===== config.mk =====
export PLATFORM = sky130hd
export DESIGN_NAME = aes_round_key_store
export DESIGN_NICKNAME = d
export VERILOG_FILES = /design/src/rtl/aes_round_key_store.sv
export SDC_FILE = /design/constraint.sdc
export NUM_CORES = 2
export LEC_CHECK = 0
export CORE_UTILIZATION = 59
export CTS_BUF_LIST = sky130_fd_sc_hd__clkbuf_2 sky130_fd_sc_hd__clkbuf_4 sky130_fd_sc_hd__clkbuf_8
export DETAILED_ROUTE_END_ITERATION = 12
export GPL_ROUTABILITY_DRIVEN = 0
export PLACE_DENSITY = 0.74
export SLEW_MARGIN = 10
export SYNTH_ARGS = -nofsm -noshare
export SYNTH_HDL_FRONTEND = slang
export SYNTH_SLANG_ARGS = --single-unit

===== constraint.sdc =====
create_clock -name RKS_I_CLK -period 3.95 [get_ports RKS_I_CLK]
set_input_delay 0.79 -clock RKS_I_CLK [delete_from_list [all_inputs] [get_ports RKS_I_CLK]]
set_output_delay 0.79 -clock RKS_I_CLK [all_outputs]
set_load 0.03 [all_outputs]

===== src/rtl/aes_round_key_store.sv =====
// AES round-key buffer: stores the expanded schedule once, then streams it
// word by word to the add-round-key stage in encrypt or decrypt round order.
//
// Ports:
//   RKS_I_CLK, RKS_I_RSTN        clock, async active-low reset
//   RKS_I_CLR                    synchronous discard of the stored schedule
//   RKS_I_WR_VALID/WORD, RKS_O_WR_READY   expansion write handshake
//   RKS_I_START, RKS_I_DECRYPT   begin a stream; direction sampled at START
//   RKS_I_NEXT                   consumer took the current word
//   RKS_O_KEY_OUT/KEY_VALID/B0   key word, valid, and XOR bypass select
//   RKS_O_ROUND/WIDX/LAST        position of KEY_OUT, final-word flag
//   RKS_O_LOADED                 full schedule stored
module aes_round_key_store #(
    parameter int NR = 10
) (
    input  logic        RKS_I_CLK,
    input  logic        RKS_I_RSTN,
    input  logic        RKS_I_CLR,
    input  logic        RKS_I_WR_VALID,
    input  logic [31:0] RKS_I_WR_WORD,
    output logic        RKS_O_WR_READY,
    input  logic        RKS_I_START,
    input  logic        RKS_I_DECRYPT,
    input  logic        RKS_I_NEXT,
    output logic [31:0] RKS_O_KEY_OUT,
    output logic        RKS_O_KEY_VALID,
    output logic        RKS_O_B0,
    output logic [3:0]  RKS_O_ROUND,
    output logic [1:0]  RKS_O_WIDX,
    output logic        RKS_O_LAST,
    output logic        RKS_O_LOADED
);

    localparam int DEPTH = 4 * (NR + 1);
    localparam int AW    = $clog2(DEPTH);

    typedef enum logic [1:0] {
        IDLE,
        LOADING,
        READY,
        STREAM
    } state_t;

    state_t         state;
    logic [AW-1:0]  wptr;
    logic           dec;
    logic [31:0]    mem [DEPTH];

    logic           acc;
    logic           dir;
    logic [3:0]     n_round;
    logic [1:0]     n_widx;
    logic           n_last;
    logic [AW-1:0]  n_addr;

    assign acc = RKS_I_WR_VALID & RKS_O_WR_READY & ~RKS_I_CLR;

    // Position of the word to present next: the first word of a new
    // stream when in READY, otherwise the successor of the current word.
    always_comb begin
        dir     = dec;
        n_round = RKS_O_ROUND;
        n_widx  = RKS_O_WIDX + 2'd1;
        if (state == READY) begin
            dir     = RKS_I_DECRYPT;
            n_round = RKS_I_DECRYPT ? 4'(NR) : 4'd0;
            n_widx  = 2'd0;
        end else if (RKS_O_WIDX == 2'd3) begin
            n_round = dec ? RKS_O_ROUND - 4'd1 : RKS_O_ROUND + 4'd1;
        end
        n_last = (n_widx == 2'd3) &&
                 (n_round == (dir ? 4'd0 : 4'(NR)));
        n_addr = AW'({n_round, 2'b00}) + AW'(n_widx);
    end

    // Schedule storage carries no reset; LOADED qualifies its contents.
    always_ff @(posedge RKS_I_CLK) begin
        if (acc) begin
            mem[wptr] <= RKS_I_WR_WORD;
        end
    end

    always_ff @(posedge RKS_I_CLK or negedge RKS_I_RSTN) begin
        if (!RKS_I_RSTN) begin
            state           <= IDLE;
            wptr            <= '0;
            dec             <= 1'b0;
            RKS_O_WR_READY  <= 1'b1;
            RKS_O_KEY_OUT   <= 32'd0;
            RKS_O_KEY_VALID <= 1'b0;
            RKS_O_B0        <= 1'b1;
            RKS_O_ROUND     <= 4'd0;
            RKS_O_WIDX      <= 2'd0;
            RKS_O_LAST      <= 1'b0;
            RKS_O_LOADED    <= 1'b0;
        end else if (RKS_I_CLR) begin
            state           <= IDLE;
            wptr            <= '0;
            RKS_O_WR_READY  <= 1'b1;
            RKS_O_KEY_OUT   <= 32'd0;
            RKS_O_KEY_VALID <= 1'b0;
            RKS_O_B0        <= 1'b1;
            RKS_O_ROUND     <= 4'd0;
            RKS_O_WIDX      <= 2'd0;
            RKS_O_LAST      <= 1'b0;
            RKS_O_LOADED    <= 1'b0;
        end else begin
            unique case (state)
                IDLE: begin
                    if (acc) begin
                        wptr  <= AW'(1);
                        state <= LOADING;
                    end
                end
                LOADING: begin
                    if (acc) begin
                        if (wptr == AW'(DEPTH - 1)) begin
                            state          <= READY;
                            RKS_O_WR_READY <= 1'b0;
                            RKS_O_LOADED   <= 1'b1;
                        end else begin
                            wptr <= wptr + AW'(1);
                        end
                    end
                end
                READY: begin
                    if (RKS_I_START) begin
                        state           <= STREAM;
                        dec             <= RKS_I_DECRYPT;
                        RKS_O_KEY_VALID <= 1'b1;
                        RKS_O_B0        <= 1'b0;
                        RKS_O_KEY_OUT   <= mem[n_addr];
                        RKS_O_ROUND     <= n_round;
                        RKS_O_WIDX      <= n_widx;
                        RKS_O_LAST      <= n_last;
                    end
                end
                STREAM: begin
                    if (RKS_I_NEXT) begin
                        if (RKS_O_LAST) begin
                            state           <= READY;
                            RKS_O_KEY_VALID <= 1'b0;
                            RKS_O_B0        <= 1'b1;
                            RKS_O_LAST      <= 1'b0;
                        end else begin
                            RKS_O_KEY_OUT <= mem[n_addr];
                            RKS_O_ROUND   <= n_round;
                            RKS_O_WIDX    <= n_widx;
                            RKS_O_LAST    <= n_last;
                        end
                    end
                end
                default: state <= IDLE;
            endcase
        end
    end

endmodule


## Word-level counts from Yosys, hierarchy flattened

Memory sizes are Yosys's and may differ from the RTL's.
Cells that the tools add are included.

| word-level totals | value |
|---|---|
| bits of input ports | 39 |
| register bits | 52 |
| memories | 1 |
| ROM bits | 0 |
| bits in latches | 0 |
| output and inout bits | 43 |
| bits in writable memories | 1408 |
| word-level logic and storage cells | 109 |

| cells by class | value |
|---|---|
| add/subtract/negate cells | 5 |
| equal/unequal tests | 15 |
| $mul | 0 |
| magnitude comparators | 0 |
| mux-type cells | 60 |
| bitwise logic cells | 3 |
| shifts and indexed selects | 0 |
| reductions and logical operators | 14 |
| divide/modulo/power cells | 0 |

Memory list:

| name | depth | bits a word | read ports | clocked after memory_dff | write ports | RTL line | source |
|---|---|---|---|---|---|---|---|
| mem | 44 | 32 | 1 | 0 | 1 | 47 | `logic [31:0] mem [DEPTH];` |

Operator list:

| kind | count |
|---|---|
| 2-to-1 mux 32 bit | 4 |
| one-hot mux 32 bit (2 select lines) | 1 |
| 2-to-1 mux 4 bit | 9 |
| 2-to-1 mux 2 bit | 12 |
| 2-to-1 mux 6 bit | 4 |
| inequality test 3 bit (second input constant) | 8 |
| 2-to-1 mux 1 bit | 23 |
| one-hot mux 6 bit (2 select lines) | 1 |
| AND reduction 4 bit | 3 |
| AND reduction 3 bit | 3 |
| == test 2 bit (second input constant) | 4 |
| one-hot mux 2 bit (4 select lines) | 1 |
| one-hot mux 4 bit (2 select lines) | 1 |
| adder 6 x 1 -> 6 bit (second input constant) | 1 |
| adder 6 x 2 -> 6 bit | 1 |
| == test 6 bit (second input constant) | 1 |
| one-hot mux 1 bit (2 select lines) | 3 |
| AND reduction 6 bit | 1 |
| nonzero test 2 bit | 3 |
| nonzero test 3 bit | 2 |
| adder 4 x 1 -> 4 bit (second input constant) | 1 |
| == test 4 bit | 1 |
| one-hot mux 2 bit (2 select lines) | 1 |
| subtractor 4 x 1 -> 4 bit (second input constant) | 1 |
| other kinds (6) | 7 |

## Depth between registers and ports, before layout

| logic depth | value |
|---|---|
| depth in word-level cells | 10 |
| mapped depth | 12 |
| mapped depth without buffers | 9 |

## Worst setup path after synthesis

Ideal clock, no wire load.

| timing | value |
|---|---|
| path kind | input to register |
| from | input port RKS_I_WR_VALID |
| to | memory mem[39][0] (enable) |
| buffers on the path | 0 |
| setup slack | 0.719 ns |
| arrival time | 2.810 ns |
| library setup time | 0.421 ns |
| required time | 3.529 ns |
| stages on the path | 4 |
| path through | nand2_1 -> nor3b_1 -> nand3_1 -> nor2_1 |

| on the way | value |
|---|---|
| word-level cells in the longest chain between the ends | 4 |

Ends and longest elaborated chain:

| element | RTL line | source |
|---|---|---|
| start: declaration | 19 | `input logic RKS_I_WR_VALID,` |
| bitwise AND 1 bit (2 in a row) | 56 | `assign acc = RKS_I_WR_VALID & RKS_O_WR_READY & ~RKS_I_CLR;` |
| 2-to-1 mux 1 bit | 78 | `if (acc) begin` |
| 2-to-1 mux 1 bit (not written as such) | 79 | `mem[wptr] <= RKS_I_WR_WORD;` |
| end: declaration | 47 |  |

Every way passes these cells.

## Worst setup path after layout

| timing | value |
|---|---|
| from | register RKS_O_WIDX[0] |
| to | output port RKS_O_WIDX[0] |

RTL lines:

| element | RTL line | source |
|---|---|---|
| start: declaration | 29 | `output logic [1:0] RKS_O_WIDX,` |
| start signal: assignment | 134 | `RKS_O_WIDX <= n_widx;` |
| start signal: assignment | 148 | `RKS_O_WIDX <= n_widx;` |

No word-level cell between the ends.

==> impl_results.md <==
* Status: finished, violations left
* Setup Buffers After CTS at 0
* Worst path required time at around 3.2 ns
* Slew HR at 0.116
* FF-to-FF path depth at 9
* Hold Crit Class: primary input to async pin
* Final non-filler cell total at between 5000 and 6000
* Peak supply drop at between 300 and 400 uV
* Number of clock sinks at around 1500
* R2r startpoint: state[1]
* Total track usage at 0.330
* Dpl cells at about 5000
* Initial DRC Count at roughly 6500
* Fin Setup TNS at 0 ns
* DRC at 2
* Crit path time final at ~3.7 ns
* GR Overflow Total at 0
* RSZ-0062 raised after global routing: false
* Row cnt at between 100 and 150
* Total Routed Length at 165 mm
* Total design power at between 20 and 30 mW
* Top FF cell, synth: edfxtp_1
* Wire length of the first global-routing pass at 239 mm
* CP Class: flip-flop to output port
* Critical path endpoint category: output port
* Seq. cell area at roughly 0.044 sq mm
* TritonRoute pass-1 iters at 9
* Synth unique cells at 68
* H-tree Lvls at 4
* Worst slew pin tran at 1.33 ns
* Vias at about 38000
* Post-route ant nets at 0
* Max cap viols at 0
* Final Hold Violating Endpoints at 0
* #FFs+latches synth at ~1500
* Cells after Synth at around 3900
* Slew Limit Fails at 0
* Initial Util at 0.594
* Core box area at ~0.098 sq mm
* Deepest clock path buffer count at 3
* Post-DR vias/cell at around 6.8
* Clock-pin slew on the worst setup and hold paths at approximately 0.060 ns
* Leak at between 20 and 25 nW
* Reg-to-Reg End: RKS_O_KEY_OUT[21]
* CTS tree: built
* Number of synthesized flops with an enable pin at about 1400
* Most frequent cells in the layout: 1408 x edfxtp_1, 319 x nand2_1, 225 x clkbuf_8
* Syn_nets at roughly 3900
* Root Driver: clkbuf_8
* Multi-input logic area at ~0.014 sq mm
* Crit start category: flip-flop
* Clock skew at 0.0502 ns
* Failing checks: DRC
* Flop2flop setup slack at 0.43 ns
* Pwr Density at approximately 440 mW/mm^2
* Synth async-reset ratio at 0.0356
* Share of cells above drive strength 1 at 0.156
* Largest area contributor in the netlist: edfxtp_1
* Synth Warn # at 0
* Fill count at approximately 6400
* Die area at 0.100 sq mm
* Horiz. Die Dim at roughly 320 um
* Peak Freq at 270 MHz
* Synth Area per Inst at between 15 and 20 sq um
* Initial antenna violation count at 1
* Endpoints failing setup at 0
* Data arrival time of the worst path at ~2.9 ns
* Synth area leaders: edfxtp_1 72%, mux2i_1 2.6%, a221oi_1 2.3%
* Synth-to-layout area growth at 13.6%
* Nets at between 4000 and 5000
* Most common cell after layout, fill and taps aside: edfxtp_1
* Placed wire-length estimate at between 90 and 100 mm
* Worst-Skew Late Latency at about 0.9 ns
* IO buf count at between 80 and 90
* Maximum fanout along the worst path at between 90 and 100
* Largest net degree at the start of global routing at roughly 110
* Post-synthesis sequential area ratio at 0.746
* Tcrit/Tclk final at 0.938
* Post-synth top area share at 0.724
* Avg WL per Cell at a little under 30 um
* IO Count at a little over 80
* Mapped Area at between 0.05 and 0.06 sq mm
* Num CTS Buffers at roughly 220
* Die height at roughly 320 um
* Number of global-route vias before repair at roughly 36000
layer usage:
metal	GRT usage	wire length (um)	up-vias
met5	0	0	-
met4	0.121	5840	0
met3	0.0836	22500	374
met2	0.498	75400	2901
met1	0.468	61000	18749
li1	-	-	15811
metrics by stage:
step	setup slack, ns	cell area (sq um)	hold slack, ns	util
after floorplan	0.719	58400	0.494	-
after CTS	0.0287	66300	0.428	0.675
final	0.246	66400	0.480	0.675
after detailed placement	0.404	62000	0.512	0.631
after global placement	0.392	62000	0.513	0.631
after global routing	0.138	66400	0.495	0.675
state kept, by name, summed over array words and instances, names as in the netlist:
signal           cells
RKS_O_KEY_VALID      1
mem               1408
RKS_O_KEY_OUT       32
wptr                 6
dec                  1
RKS_O_B0             1
RKS_O_LAST           1
state                2
RKS_O_WR_READY       1
RKS_O_LOADED         1
RKS_O_ROUND          4
RKS_O_WIDX           2
kinds of logic (layout without fill, tap and decap cells):
logic type,after synthesis,count (layout),synth area share
compound gates,923,923,0.113
xor+xnor,4,4,0.000728
fa+ha+maj,5,5,0.00120
buf+inv,332,699,0.0239
flops,1460,1460,0.746
mux,198,198,0.0408
other cells,0,1,0
simple gates,956,956,0.0746
final cells by class:
cell class,count,area share
Clock buffer,322,0.0576
Inverter,32,0.00192
Tap cell,1287,0.0243
Timing Repair Buffer,267,0.0430
Sequential cell,1460,0.657
Antenna cell,1,0.0000377
Multi-Input combinational cell,2086,0.209
Clock inverter,78,0.00730
worst max-delay path by stage:
stage              startpoint                end  slack, ns  cells past startpoint
6_report        RKS_O_WIDX[0]      RKS_O_WIDX[0]       0.25                      3
5_1_grt         RKS_O_WIDX[0]      RKS_O_WIDX[0]       0.14                      3
2_1_floorplan  RKS_I_WR_VALID         mem[39][0]       0.72                      4
3_5_place_dp    RKS_I_DECRYPT  RKS_O_KEY_OUT[29]       0.40                      9
4_1_cts         RKS_O_WIDX[0]      RKS_O_WIDX[0]       0.03                      3
3_3_place_gp    RKS_I_DECRYPT  RKS_O_KEY_OUT[29]       0.39                      9
power by group:
group | total, mW | switching, mW | leakage, nW | internal (mW)
Combinational | 0.420 | 0.336 | 5.80 | 0.0842
Sequential | 17.0 | 0.0131 | 13.4 | 17.0
Clock | 12.1 | 5.72 | 2.31 | 6.36
synthesized netlist by cell type, types with 4 or more instances:
master     count
a2111oi_0     17
a211oi_1      63
a21oi_1      206
a221o_1       31
a221oi_1     155
a22o_1         5
a22oi_1        7
a2bb2oi_1     77
a31oi_1       70
a32o_1        19
and2_1        33
and3_1        23
buf_1         36
buf_2        107
buf_4          4
clkbuf_1     153
dfrtp_1       50
edfxtp_1    1408
ha_1           4
inv_1         32
mux2_2        19
mux2i_1      149
mux4_2        30
nand2_1      322
nand2b_1      27
nand3_1      110
nand4_1       11
nand4b_1       9
nor2_1       234
nor2b_1        6
nor3_1       133
nor4b_1        7
o2111ai_1      4
o211ai_1      56
o21ai_0      120
o221ai_1      51
o22a_1         8
o22ai_1        4
or3_1         24
repair_timing:
item / CTS / global route
cloned: 0 / 1
gates resized for setup: 1 / 0
setup endpoints to repair: 1 / 1
pin swaps: 0 / 0
hold buffers: 1 / 0
endpoints found under the hold margin: 21 / 0
worst max-delay path: stages (launching register included):
cell,delay (ns)
dfrtp_4,0.45
buf_12,0.35
buf_16,0.34
clkdlybuf4s50_1,0.73
Note: power is estimated with default switching activity, not from simulation.
